`src/rtl/decode_stage_if.sv`:
```
// Fetch-side and execute-side handshake bundle for decode_stage.
// slave: the decode stage's view; master: the producer/consumer view.
interface decode_stage_if #(
  parameter int XLEN       = 32,
  parameter int REG_ADDR_W = 5
);
  logic                  in_valid;
  logic                  in_ready;
  logic [31:0]           in_instr;
  logic [XLEN-1:0]       in_pc;

  logic                  out_valid;
  logic                  out_ready;
  logic [XLEN-1:0]       out_pc;
  logic [6:0]            out_opcode;
  logic [2:0]            out_funct3;
  logic [6:0]            out_funct7;
  logic [REG_ADDR_W-1:0] out_rs1;
  logic [REG_ADDR_W-1:0] out_rs2;
  logic [REG_ADDR_W-1:0] out_rd;
  logic [XLEN-1:0]       out_imm;
  logic [2:0]            out_fmt;
  logic                  out_uses_rs1;
  logic                  out_uses_rs2;
  logic                  out_writes_rd;
  logic                  out_illegal;

  modport slave (
    input  in_valid, in_instr, in_pc, out_ready,
    output in_ready, out_valid, out_pc, out_opcode, out_funct3, out_funct7,
           out_rs1, out_rs2, out_rd, out_imm, out_fmt,
           out_uses_rs1, out_uses_rs2, out_writes_rd, out_illegal
  );

  modport master (
    output in_valid, in_instr, in_pc, out_ready,
    input  in_ready, out_valid, out_pc, out_opcode, out_funct3, out_funct7,
           out_rs1, out_rs2, out_rd, out_imm, out_fmt,
           out_uses_rs1, out_uses_rs2, out_writes_rd, out_illegal
  );
endinterface

```
`src/rtl/decode_stage.sv`:
```
// Registered RV32I/RV32E decode stage: combinational field decode feeding a
// DEPTH-entry in-order output queue with flush and synchronous reset.
module decode_stage #(
  parameter int XLEN       = 32,
  parameter int REG_ADDR_W = 5,
  parameter int DEPTH      = 2
) (
  input  logic          clk,
  input  logic          reset,
  input  logic          flush,
  decode_stage_if.slave bus
);

  localparam int PW = $clog2(DEPTH);
  localparam int CW = PW + 1;
  localparam logic [CW-1:0] FULL = CW'(DEPTH);
  // Register-index bits that must be clear for this register file size.
  localparam logic [4:0] HI_MASK = 5'(32'h1f << REG_ADDR_W);

  typedef enum logic [2:0] {
    FMT_R     = 3'd0,
    FMT_I     = 3'd1,
    FMT_S     = 3'd2,
    FMT_B     = 3'd3,
    FMT_U     = 3'd4,
    FMT_J     = 3'd5,
    FMT_SHIFT = 3'd6,
    FMT_NONE  = 3'd7
  } fmt_e;

  typedef struct packed {
    logic [XLEN-1:0]       pc;
    logic [6:0]            opcode;
    logic [2:0]            funct3;
    logic [6:0]            funct7;
    logic [REG_ADDR_W-1:0] rs1;
    logic [REG_ADDR_W-1:0] rs2;
    logic [REG_ADDR_W-1:0] rd;
    logic [XLEN-1:0]       imm;
    logic [2:0]            fmt;
    logic                  uses_rs1;
    logic                  uses_rs2;
    logic                  writes_rd;
    logic                  illegal;
  } entry_t;

  logic [31:0]        instr;
  logic [6:0]         opcode;
  logic [2:0]         f3;
  logic [6:0]         f7;
  logic [4:0]         rs1f, rs2f, rdf;
  fmt_e               fmt;
  logic               known, bad_enc, reg_bad, illegal;
  logic               uses_rs1, uses_rs2, writes_rd;
  logic signed [31:0] imm32;
  entry_t             dec;

  entry_t             mem [DEPTH];
  logic [PW-1:0]      wptr, rptr;
  logic [CW-1:0]      count;
  logic               push, pop, out_valid;
  entry_t             head;

  assign instr  = bus.in_instr;
  assign opcode = instr[6:0];
  assign f3     = instr[14:12];
  assign f7     = instr[31:25];
  assign rs1f   = instr[19:15];
  assign rs2f   = instr[24:20];
  assign rdf    = instr[11:7];

  // Classify the instruction, build its immediate and legality, form the queue entry.
  always_comb begin
    fmt   = FMT_NONE;
    known = 1'b1;
    case (opcode)
      7'b0110011:             fmt = FMT_R;
      7'b0010011:             fmt = (f3 == 3'b001 || f3 == 3'b101) ? FMT_SHIFT : FMT_I;
      7'b0000011, 7'b1100111: fmt = FMT_I;
      7'b0100011:             fmt = FMT_S;
      7'b1100011:             fmt = FMT_B;
      7'b0110111, 7'b0010111: fmt = FMT_U;
      7'b1101111:             fmt = FMT_J;
      7'b0001111, 7'b1110011: fmt = FMT_NONE;
      default:                known = 1'b0;
    endcase

    case (fmt)
      FMT_I:     imm32 = {{20{instr[31]}}, instr[31:20]};
      FMT_S:     imm32 = {{20{instr[31]}}, instr[31:25], instr[11:7]};
      FMT_B:     imm32 = {{19{instr[31]}}, instr[31], instr[7], instr[30:25], instr[11:8], 1'b0};
      FMT_U:     imm32 = {instr[31:12], 12'b0};
      FMT_J:     imm32 = {{11{instr[31]}}, instr[31], instr[19:12], instr[20], instr[30:21], 1'b0};
      FMT_SHIFT: imm32 = {27'b0, instr[24:20]};
      default:   imm32 = '0;
    endcase

    uses_rs1  = fmt inside {FMT_R, FMT_SHIFT, FMT_I, FMT_S, FMT_B};
    uses_rs2  = fmt inside {FMT_R, FMT_S, FMT_B};
    writes_rd = fmt inside {FMT_R, FMT_SHIFT, FMT_I, FMT_U, FMT_J};

    bad_enc = 1'b0;
    if (fmt == FMT_R)
      bad_enc = !(f7 == 7'h00 || f7 == 7'h20) ||
                (f7 == 7'h20 && !(f3 == 3'b000 || f3 == 3'b101));
    // funct7 0x20 is the arithmetic right shift; only its pairing with funct3 001 is rejected.
    if (fmt == FMT_SHIFT)
      bad_enc = !(f7 == 7'h00 || f7 == 7'h20) || (f7 == 7'h20 && f3 == 3'b001);

    reg_bad = (uses_rs1  && |(rs1f & HI_MASK)) ||
              (uses_rs2  && |(rs2f & HI_MASK)) ||
              (writes_rd && |(rdf  & HI_MASK));

    illegal = (instr[1:0] != 2'b11) || !known || bad_enc || reg_bad;

    dec        = '0;
    dec.pc     = bus.in_pc;
    dec.opcode = opcode;
    if (illegal) begin
      dec.fmt     = FMT_NONE;
      dec.illegal = 1'b1;
    end else begin
      dec.fmt       = fmt;
      dec.funct3    = (fmt inside {FMT_R, FMT_I, FMT_S, FMT_B, FMT_SHIFT}) ? f3 : 3'b000;
      dec.funct7    = (fmt inside {FMT_R, FMT_SHIFT}) ? f7 : 7'b0;
      dec.rs1       = uses_rs1  ? rs1f[REG_ADDR_W-1:0] : '0;
      dec.rs2       = uses_rs2  ? rs2f[REG_ADDR_W-1:0] : '0;
      dec.rd        = writes_rd ? rdf[REG_ADDR_W-1:0]  : '0;
      dec.imm       = XLEN'(imm32);
      dec.uses_rs1  = uses_rs1;
      dec.uses_rs2  = uses_rs2;
      dec.writes_rd = writes_rd;
    end
  end

  assign bus.in_ready = !reset && (count < FULL);
  assign out_valid    = !reset && (count != '0);
  assign push         = bus.in_valid && bus.in_ready && !flush;
  assign pop          = out_valid && bus.out_ready && !flush;

  // Queue storage: write the decoded entry at the tail on each push.
  always_ff @(posedge clk) begin
    if (push) mem[wptr] <= dec;
  end

  // Queue pointers and occupancy; reset and flush both empty the queue.
  always_ff @(posedge clk) begin
    if (reset || flush) begin
      wptr  <= '0;
      rptr  <= '0;
      count <= '0;
    end else begin
      if (push) wptr <= wptr + 1'b1;
      if (pop)  rptr <= rptr + 1'b1;
      case ({push, pop})
        2'b10:   count <= count + 1'b1;
        2'b01:   count <= count - 1'b1;
        default: count <= count;
      endcase
    end
  end

  // Head entry, forced to zero when nothing is valid.
  always_comb begin
    head = '0;
    if (out_valid) head = mem[rptr];
  end

  assign bus.out_valid     = out_valid;
  assign bus.out_pc        = head.pc;
  assign bus.out_opcode    = head.opcode;
  assign bus.out_funct3    = head.funct3;
  assign bus.out_funct7    = head.funct7;
  assign bus.out_rs1       = head.rs1;
  assign bus.out_rs2       = head.rs2;
  assign bus.out_rd        = head.rd;
  assign bus.out_imm       = head.imm;
  assign bus.out_fmt       = head.fmt;
  assign bus.out_uses_rs1  = head.uses_rs1;
  assign bus.out_uses_rs2  = head.uses_rs2;
  assign bus.out_writes_rd = head.writes_rd;
  assign bus.out_illegal   = head.illegal;

endmodule

```
`src/flat_wrapper.sv`:
```
// flat-port wrapper written by rule: the top's interface ports become plain ports
module decode_stage_flat 
#(
  parameter int XLEN       = 32,
  parameter int REG_ADDR_W = 5,
  parameter int DEPTH      = 2
)
  (clk, reset, flush, bus_in_valid, bus_in_instr, bus_in_pc, bus_out_ready, bus_in_ready, bus_out_valid, bus_out_pc, bus_out_opcode, bus_out_funct3, bus_out_funct7, bus_out_rs1, bus_out_rs2, bus_out_rd, bus_out_imm, bus_out_fmt, bus_out_uses_rs1, bus_out_uses_rs2, bus_out_writes_rd, bus_out_illegal);
  decode_stage_if #(.XLEN(XLEN), .REG_ADDR_W(REG_ADDR_W)) bus_i ();
  input  logic clk;
  input  logic reset;
  input  logic flush;
  input wire logic [$bits(bus_i.in_valid)-1:0] bus_in_valid;
  input wire logic [$bits(bus_i.in_instr)-1:0] bus_in_instr;
  input wire logic [$bits(bus_i.in_pc)-1:0] bus_in_pc;
  input wire logic [$bits(bus_i.out_ready)-1:0] bus_out_ready;
  output wire logic [$bits(bus_i.in_ready)-1:0] bus_in_ready;
  output wire logic [$bits(bus_i.out_valid)-1:0] bus_out_valid;
  output wire logic [$bits(bus_i.out_pc)-1:0] bus_out_pc;
  output wire logic [$bits(bus_i.out_opcode)-1:0] bus_out_opcode;
  output wire logic [$bits(bus_i.out_funct3)-1:0] bus_out_funct3;
  output wire logic [$bits(bus_i.out_funct7)-1:0] bus_out_funct7;
  output wire logic [$bits(bus_i.out_rs1)-1:0] bus_out_rs1;
  output wire logic [$bits(bus_i.out_rs2)-1:0] bus_out_rs2;
  output wire logic [$bits(bus_i.out_rd)-1:0] bus_out_rd;
  output wire logic [$bits(bus_i.out_imm)-1:0] bus_out_imm;
  output wire logic [$bits(bus_i.out_fmt)-1:0] bus_out_fmt;
  output wire logic [$bits(bus_i.out_uses_rs1)-1:0] bus_out_uses_rs1;
  output wire logic [$bits(bus_i.out_uses_rs2)-1:0] bus_out_uses_rs2;
  output wire logic [$bits(bus_i.out_writes_rd)-1:0] bus_out_writes_rd;
  output wire logic [$bits(bus_i.out_illegal)-1:0] bus_out_illegal;
  assign bus_i.in_valid = bus_in_valid;
  assign bus_i.in_instr = bus_in_instr;
  assign bus_i.in_pc = bus_in_pc;
  assign bus_i.out_ready = bus_out_ready;
  assign bus_in_ready = bus_i.in_ready;
  assign bus_out_valid = bus_i.out_valid;
  assign bus_out_pc = bus_i.out_pc;
  assign bus_out_opcode = bus_i.out_opcode;
  assign bus_out_funct3 = bus_i.out_funct3;
  assign bus_out_funct7 = bus_i.out_funct7;
  assign bus_out_rs1 = bus_i.out_rs1;
  assign bus_out_rs2 = bus_i.out_rs2;
  assign bus_out_rd = bus_i.out_rd;
  assign bus_out_imm = bus_i.out_imm;
  assign bus_out_fmt = bus_i.out_fmt;
  assign bus_out_uses_rs1 = bus_i.out_uses_rs1;
  assign bus_out_uses_rs2 = bus_i.out_uses_rs2;
  assign bus_out_writes_rd = bus_i.out_writes_rd;
  assign bus_out_illegal = bus_i.out_illegal;
  decode_stage #(.XLEN(XLEN), .REG_ADDR_W(REG_ADDR_W), .DEPTH(DEPTH)) u_core (.clk(clk), .reset(reset), .flush(flush), .bus(bus_i));
endmodule
```
`config.mk`:
```
export PLATFORM = sky130hd
export DESIGN_NAME = decode_stage_flat
export DESIGN_NICKNAME = d
export VERILOG_FILES = /design/src/rtl/decode_stage_if.sv /design/src/rtl/decode_stage.sv /design/src/flat_wrapper.sv
export SDC_FILE = /design/constraint.sdc
export NUM_CORES = 1
export LEC_CHECK = 0
export BUFFER_PORTS_ARGS = -buffer_cell sky130_fd_sc_hd__buf_2
export CORE_MARGIN = 4
export CORE_UTILIZATION = 50
export CTS_CLUSTER_DIAMETER = 200
export CTS_CLUSTER_SIZE = 24
export DETAILED_ROUTE_END_ITERATION = 6
export PLACE_DENSITY_LB_ADDON = 0.05
export REMOVE_ABC_BUFFERS = 1
export SYNTH_ARGS = -nofsm -noshare
export SYNTH_HDL_FRONTEND = slang
export SYNTH_SLANG_ARGS = --single-unit
```
`constraint.sdc`:
```
create_clock -name clk -period 14.1 [get_ports clk]
set_input_delay 0 -clock clk [delete_from_list [all_inputs] [get_ports clk]]
set_output_delay 0 -clock clk [all_outputs]
set_load 0.01 [all_outputs]
```
Yosys cells after proc, flatten, opt, wreduce, memory -nomap -nowiden
Memories as Yosys holds them, arrays and structs flattened. A register that Yosys moved wholly into a read port is not among the register bits.
Index checks and enable logic that the tools add are counted.
Widths: inputs -> output; s select.
{ "op_classes": {"add_sub_neg": 4, "magnitude_cmp": 1, "eq_ne": 23, "n_mux": 21, "n_reduce_logical": 33} }
{ "op_table": {"columns": ["operator", "n"], "rows": [
  ["$pmux 32 s6", 1],
  ["$mux 103", 1],
  ["$mux 57", 1],
  ["$eq 7x6->1 const B", 4],
  ["$eq 7x7->1 const B", 4],
  ["$pmux 3 s7", 1],
  ["$mux 5", 3],
  ["$eq 7x5->1 const B", 2],
  ["$eq 3x3->1 const B", 4],
  ["$mux 3", 4],
  ["$reduce_or 11->1", 1],
  ["$reduce_bool 5->1", 2],
  ["$logic_and 1x1->1", 8],
  ["$logic_or 1x1->1", 8],
  ["$mux 1", 8],
  ["$eq 7x2->1 const B", 1],
  ["$eq 7x4->1 const B", 1],
  ["$logic_not 7->1", 1],
  ["$mux 7", 1],
  ["$eq 3x1->1 const B", 2],
  ["$eq 3x2->1 const B", 2],
  ["$logic_not 3->1", 2],
  ["$reduce_bool 2->1", 3],
  ["$logic_not 1->1", 5],
  ["other kinds (10)", 12]
]} }
{ "totals": {"regBits": 4, "ramBits": 206, "out_inout_bits": 105, "elab_cells": 86, "mem_count": 1} }
{ "memory_table": {"columns": ["name", "words", "width", "rd", "rd_ports_with_merged_regs", "wr", "line_no", "rtl"], "rows": [
  ["u_core.mem", 2, 103, 1, 1, 1, "decode_stage.sv:58", "entry_t mem [DEPTH];"]
]} }

Logic depth before layout (Yosys ltp)
Gate-level depths: netlist of run 1.
{ "depth": {"depth_word": 9, "ltp_mapped": 8} }

Worst setup path before layout of run 1
OpenSTA, ideal clock, no wires.
{ "synth_path": {"kind": "input to register", "from": "input port reset", "to": "memory u_core.mem[0][0] (netlist bit) (enable)", "arrival_ns": 5.156, "setup_slack_ns": 8.379, "stages": 5, "path_buffers": 1, "cell_sequence": "or2_2 clkbuf_1 nor3b_1 inv_1 nor2_1"} }
{ "synth_between": {"elab_chain_len": 6} }
{ "synth_lines": {"columns": ["item", "line_no", "rtl"], "rows": [
  ["start, declared", "flat_wrapper.sv:11", "input logic reset;"],
  ["$logic_not 1->1", "decode_stage.sv:136", "assign bus.in_ready = !reset && (count < FULL);"],
  ["$logic_and 1x1->1", "decode_stage.sv:136", null],
  ["$logic_and 1x1->1 (2 in series)", "decode_stage.sv:138", "assign push = bus.in_valid && bus.in_ready && !flush;"],
  ["$mux 1", "decode_stage.sv:143", "if (push) mem[wptr] <= dec;"],
  ["$mux 1 (not written as such)", "decode_stage.sv:143", null],
  ["end, declared", "decode_stage.sv:58", null]
]} }
Every way passes these cells.

Final worst setup path of run 1
{ "layout_path": {"from": "input port flush", "to": "memory u_core.mem[0][56] (netlist bit) (enable)"} }
{ "layout_between": {"elab_chain_len": 4} }
{ "layout_lines": {"columns": ["item", "line_no", "rtl"], "rows": [
  ["start, declared", "flat_wrapper.sv:12", "input logic flush;"],
  ["$logic_not 1->1", "decode_stage.sv:138", null],
  ["$logic_and 1x1->1", "decode_stage.sv:138", null],
  ["$mux 1", "decode_stage.sv:143", null],
  ["$mux 1 (not written as such)", "decode_stage.sv:143", null]
]} }
Every way passes these cells.

==> metrics.md, run 1 <==
| Metric | Value |
|---|---|
| Max-Cap Viols | 0 |
| Pre-Repair DR Iteration Count | 5 |
| # IOs | 174 |
| WS Path Type | in2reg |
| Worst EP required | 14,190 ps |
| Root Buffer | clkbuf_16 |
| Top Family by Delay on Critical Path | buffers and inverters |
| Post-synthesis sequential area ratio | 69.8% |
| Clk_lat worst skew | 480 ps |
| Number of synthesized flops with an enable pin | 206 |
| Num CTS Buffers | 12 |
| H-tree depth | 1 |
| Via density | 5.27 |
| Via Count | 5,800 |
| Leakage power | 3.93 nW |
| Area leader, netlist | edfxtp_1 |
| Routed WL | 19,400 um |
| Tot GR Track Use | 18.8% |
| Fin. Hold Viols | 0 |
| RSZ-0062 raised after global routing | false |
| Die height | 142 um |
| Pwr Total | 1.12 mW |
| Period utilization | 21.4% |
| Max_slew headroom | 24.3% |
| Worst-Margin Slew | 1140 ps |
| Initial antenna violation count | 0 |
| Synth-to-layout area growth | 23.4% |
| Post-DP HPWL | 12,300 um |
| Antenna cell count | 0 |
| CTS tree | yes |
| Final Skew | 11.6 ps |
| RePlAce Congestion | 0.815 |
| Final setup violating endpoints | 0 |
| CP max-delay cell | buf_4 |
| Commonest non-fill, non-tap cell in the layout | edfxtp_1 |
| CP endpoint kind | flop |
| Setup TNS | 0 ps |
| Post-synthesis register bit count | 211 |
| Top cell type's share of synthesized area | 68.7% |
| Clock Path Buffers | 3 |
| GRT overflow | 0 |
| Core ar. | 17,500 um2 |
| Crit path max fanout | 79 |
| F_max | 331 MHz |
| DRC | 0 |
| Initial DRC Count | 372 |
| Synth cell types | 50 |
| Avg Inst Size Synth | 14.1 um2 |
| Largest net degree at the start of global routing | 84 |
| CTS sink count | 211 |
| Die Wd | 142 um |
| Input/output buffers | 173 |
| Synth Instances | 639 |
| Rows | 48 |
| DR WL/cell | 17.6 um |
| Max stage delay on crit path | 890 ps |
| Critical Path AT | 3110 ps |
| CP Buf/Inv Count | 4 |
| Ranking of synthesized cells by area | edfxtp_1, mux2i_1, nor2_1, nor3b_1, a21oi_1 |
| Status | finished clean |
| # resized after CTS | 0 |
| Post-Syn Area | 9010 um2 |
| Layout cell share with drive strength beyond 1 | 25.0% |
| Tmin final | 3020 ps |
| Post-synth ARST share | 0% |
| Slew Limit Fails | 0 |
| Commonest non-fill, non-tap cells in the layout | edfxtp_1, buf_2, nor2_1, mux2i_1, dlygate4sd3_1 |
| HP Class | in2reg |
| Initial Utilization | 51.5% |
| Worst IR Drop VDD | 0.0711 mV |
| Synthesis warning total | 0 |
| Power density cells | 101 nW/um2 |
| Vias in the first global route | 5,853 |
| Dominant synthesized flop cell | edfxtp_1 |
| Die footprint | 20,200 um2 |
| # hold bufs at CTS | 68 |
| Nets | 946 |
| Global-route wire length before repair | 30,200 um |
| Setup crit start kind | primary input |
| Post-route antenna net violation count | 0 |
| Fin Hold WS | 48.8 ps |
| CP Cell Sequence | dlygate4sd3_1 -> buf_2 -> or2_2 -> nor3b_1 -> inv_1 -> nor2_4 -> buf_4 |
| Postcts setup bufs | 0 |
| Worst-path clk slew | 80 ps |
[flip-flops by register name, summed over array words and instances (netlist names), named ones only]
| name | count |
|---|---|
| u_core.count | 2 |
| u_core.mem | 206 |
| u_core.rptr | 1 |
| u_core.wptr | 1 |
[routing by layer]
layer	vias up	track usage, %	part of all wire [%]
met5	-	0	0
met4	0	3.84	1.2
met3	18	2.79	5.6
met2	168	33.4	50
met1	2825	24.9	43
li1	2789	-	-
[worst reg2reg max path: stages, from the launching register on]
cell and delay (ps):
dfxtp_1 360, nor3b_1 400, inv_1 170, nor2_4 600
buf_4 900
[power by group]
part           switching [mW]  internal, mW  leakage (nW)  total [mW]
Clock                   0.185         0.166         0.160       0.351
Sequential            0.00333         0.696          1.76       0.699
Combinational          0.0372        0.0330          2.01      0.0701
Total                   0.226         0.894          3.93        1.12
[cell usage after synthesis (2+ instances only)]
cell      count
nand3_1       5
buf_1         6
and3b_1       2
nor3_1        3
xor2_1        3
or2_2         3
dfxtp_1       5
nand4_1       6
nor3_2        2
xnor2_1       3
nand2_2      10
inv_1         7
nand2_1      23
nor2_1      123
edfxtp_1    206
nand2b_1      7
nor2b_1       2
mux2i_1     103
nor3b_1      20
clkbuf_1     20
and2_1       10
buf_2         6
nand3b_1      3
o21ai_0       6
or3_1         2
a21oi_1      23
o211ai_1      3
buf_6         2
a22oi_1       4
[worst paths after layout]
kind	start	cells after the start	endpoint	slack, ps
setup / recovery	flush	7	u_core.mem[0][56]	11080
hold / removal	bus_in_valid	4	u_core.wptr	50
setup reg to reg	u_core.count[1]	4	u_core.mem[0][56]	11200
hold reg to reg	u_core.rptr	2	u_core.rptr	520
[layout make-up]
type / instances / area, um2
Tap cell: 225 / 282
Clock inverter: 1 / 7.51
Multi-Input combinational cell: 398 / 2600
Sequential cell: 211 / 6290
Clock buffer: 13 / 325
Timing Repair Buffer: 246 / 1580
Fill cell: 1370 / 6360
Inverter: 7 / 26.3
[through the flow]
step	worst slack [ps]	util [%]	instance area (um2)	instances
2_1_floorplan	8470	-	8900	616
3_3_place_gp	11100	57.8	10100	1019
3_5_place_dp	11010	57.8	10100	1019
4_1_cts	11050	63.6	11100	1101
5_1_grt	10880	63.6	11100	1101
6_report	11080	63.6	11100	1101
[logic make-up after synthesis]
family | after synthesis | synth area share [%]
other | 1 | 0.0416
DFF | 211 | 69.8
AOI/OAI and AO/OA | 47 | 3.40
buffers and inverters | 41 | 1.96
and+or+nand+nor | 229 | 12.7
xor gates and xnor gates | 6 | 0.583
muxes | 103 | 11.4
adders and majority gates | 1 | 0.139
(Power assumes the default switching activity.)
==> run 2, diff against run 1 <==
==> constraint.sdc (replaced) <==
create_clock -name clk -period 2.8 [get_ports clk]
set_input_delay 0 -clock clk [delete_from_list [all_inputs] [get_ports clk]]
set_output_delay 0 -clock clk [all_outputs]
set_load 0.01 [all_outputs]
==> run 2 against run 1 <==
Effect of this change:
- wire length increased by 3.3%
- sequential share of layout area down 0.63 points
- clock-buffer cell count increased by 4
- critical endpoint is now u_core.mem[1][52]
- combinational power rose to 5.2 times the previous value
- global-route usage rose by 0.47 points
- die area unchanged
- non-clock buffer count grew 5
- largest cell class unchanged
- highest routed layer unchanged
- hold slack lost 0.59 ps
- register-to-register slack worse by 10000 ps
==> metrics.md, run 2 (synthesis gave the netlist of run 1 again) <==
| Metric | Value |
|---|---|
| Status | finished clean |
| Post-route antenna net violation count | 0 |
| Leakage power | 3.98 nW |
| Max FFs per register | 206 |
| Final Skew | 15.1 ps |
| Clock Path Buffers | 3 |
| Max_slew headroom | 46.5% |
| Final design utilization | 64.3% |
| Largest net degree at the start of global routing | 78 |
| Global-route wire length before repair | 30,700 um |
| Pre-Repair DR Iteration Count | 5 |
| Placed cells | 1,025 |
| HP Class | in2reg |
| Clk_lat worst skew | 470 ps |
| Post-Place Setup Slack | 698 ps |
| Number of fill cells | 1,347 |
| Reg area | 6290 um2 |
| Worst IR Drop VDD | 0.400 mV |
| Input/output buffers | 173 |
| Final std cells w/o fill | 1,110 |
| Core ar. | 17,500 um2 |
| Routed WL | 20,000 um |
| Crit path max fanout | 14 |
| Max-Cap Viols | 0 |
| Via density | 5.29 |
| Die footprint | 20,200 um2 |
| Max stage delay on crit path | 590 ps |
| CP Cell Sequence | dlygate4sd3_1 -> buf_2 -> nor2b_1 -> and3_1 -> nand3b_1 -> nor3_1 -> buf_4 -> nor3b_1 |
| Tmin final | 2270 ps |
| Via Count | 5,872 |
| CP endpoint kind | flop |
| Pwr Total | 5.68 mW |
| Setup crit start kind | primary input |
| RePlAce Congestion | 0.893 |
| Die height | 142 um |
| Setup TNS | 0 ps |
| Vias in the first global route | 6,003 |
| Layout cell share with drive strength beyond 1 | 25.4% |
| CTS sink count | 211 |
| Period utilization | 81.0% |
| RSZ-0062 raised after global routing | false |
| Num CTS Buffers | 12 |
| Synth-to-layout area growth | 24.8% |
| DRC | 0 |
| Initial antenna violation count | 0 |
| Initial DRC Count | 289 |
| Commonest non-fill, non-tap cell in the layout | edfxtp_1 |
| WS Path Type | in2reg |
| Worst EP required | 3050 ps |
| # IOs | 174 |
| Regs by FF count | u_core.mem: 206 flops, u_core.count: 2 flops |
| Post-DP HPWL | 12,900 um |
| Antenna cell count | 0 |
| CTS tree | yes |
| Fin. Hold Viols | 0 |
| F_max | 441 MHz |
| H-tree depth | 1 |
| Power density cells | 505 nW/um2 |
| Root Buffer | clkbuf_16 |
| Commonest non-fill, non-tap cells in the layout | edfxtp_1, buf_2, nor2_1, mux2i_1, dlygate4sd3_1 |
| Worst-path clk slew | 90 ps |
| Area of the multi-input gates | 2600 um2 |
| Rows | 48 |
| Critical Path AT | 2520 ps |
| GRT overflow | 0 |
| Final setup violating endpoints | 0 |
| Slew Limit Fails | 0 |
| Nets | 951 |
| # resized after CTS | 0 |
| Worst-Margin Slew | 799 ps |
| Tot GR Track Use | 19.3% |
| Setup slack after layout | 532 ps |
| Initial Utilization | 51.5% |
| CP max-delay cell | and3_1 |
| DR WL/cell | 18.1 um |
| Largest Register | u_core.mem |
| Die Wd | 142 um |
run 2: cell count changes in the layout (fill, tap and decap cells not counted), sizes merged:
cell	before	now
clkbuf	13	17
dlygate4sd3	68	67
buf	178	184
run 2: metal layers:
layer | vias to the layer above | global-route usage [%] | wire length (um)
met3 | 19 | 2.49 | 1080
met5 | - | 0 | 0
li1 | 2804 | - | -
met1 | 2861 | 25.7 | 8560
met4 | 0 | 4.75 | 303
met2 | 188 | 33.9 | 10100
run 2: final timing paths:
check	from	end	slack, ps	depth (start not counted)
max	bus_in_instr[4]	u_core.mem[1][52]	530	8
min	bus_in_valid	u_core.wptr	50	4
max reg2reg	u_core.count[1]	u_core.mem[1][16]	910	3
min reg2reg	u_core.rptr	u_core.rptr	520	2
run 2: metrics by stage:
step / cell area, um2 / hold slack [ps]
floorplan: 8900 / 42.9
global placement: 10200 / 188
detailed placement: 10200 / 192
CTS: 11200 / 0.231
global route: 11200 / 40.8
finish: 11200 / 48.2
run 2: cell type report:
class / instances / area share, %
flip-flops and latches: 211 / 56.0
multi-input cells: 398 / 23.1
repair buffers: 251 / 15.1
clock buffers: 17 / 3.03
well taps: 225 / 2.50
inverters: 7 / 0.234
clock inverters: 1 / 0.0668
run 2: where the power goes:
group | leakage (nW) | internal [mW] | switching (mW)
combinational | 2.06 | 0.170 | 0.195
sequential | 1.76 | 3.50 | 0.0144
clock | 0.165 | 0.857 | 0.940
run 2: repair_timing:
action | in CTS | in global routing
setup endpoints to repair | 0 | 0
hold buffers | 67 | 0
endpoints found under the hold margin | 175 | 0
setup buffers | 0 | 0
run 2: critical path, delay by kind of cell:
kind	cells	cell delay [ps]
buffers and inverters	3	920
and+or+nand+nor	5	1600
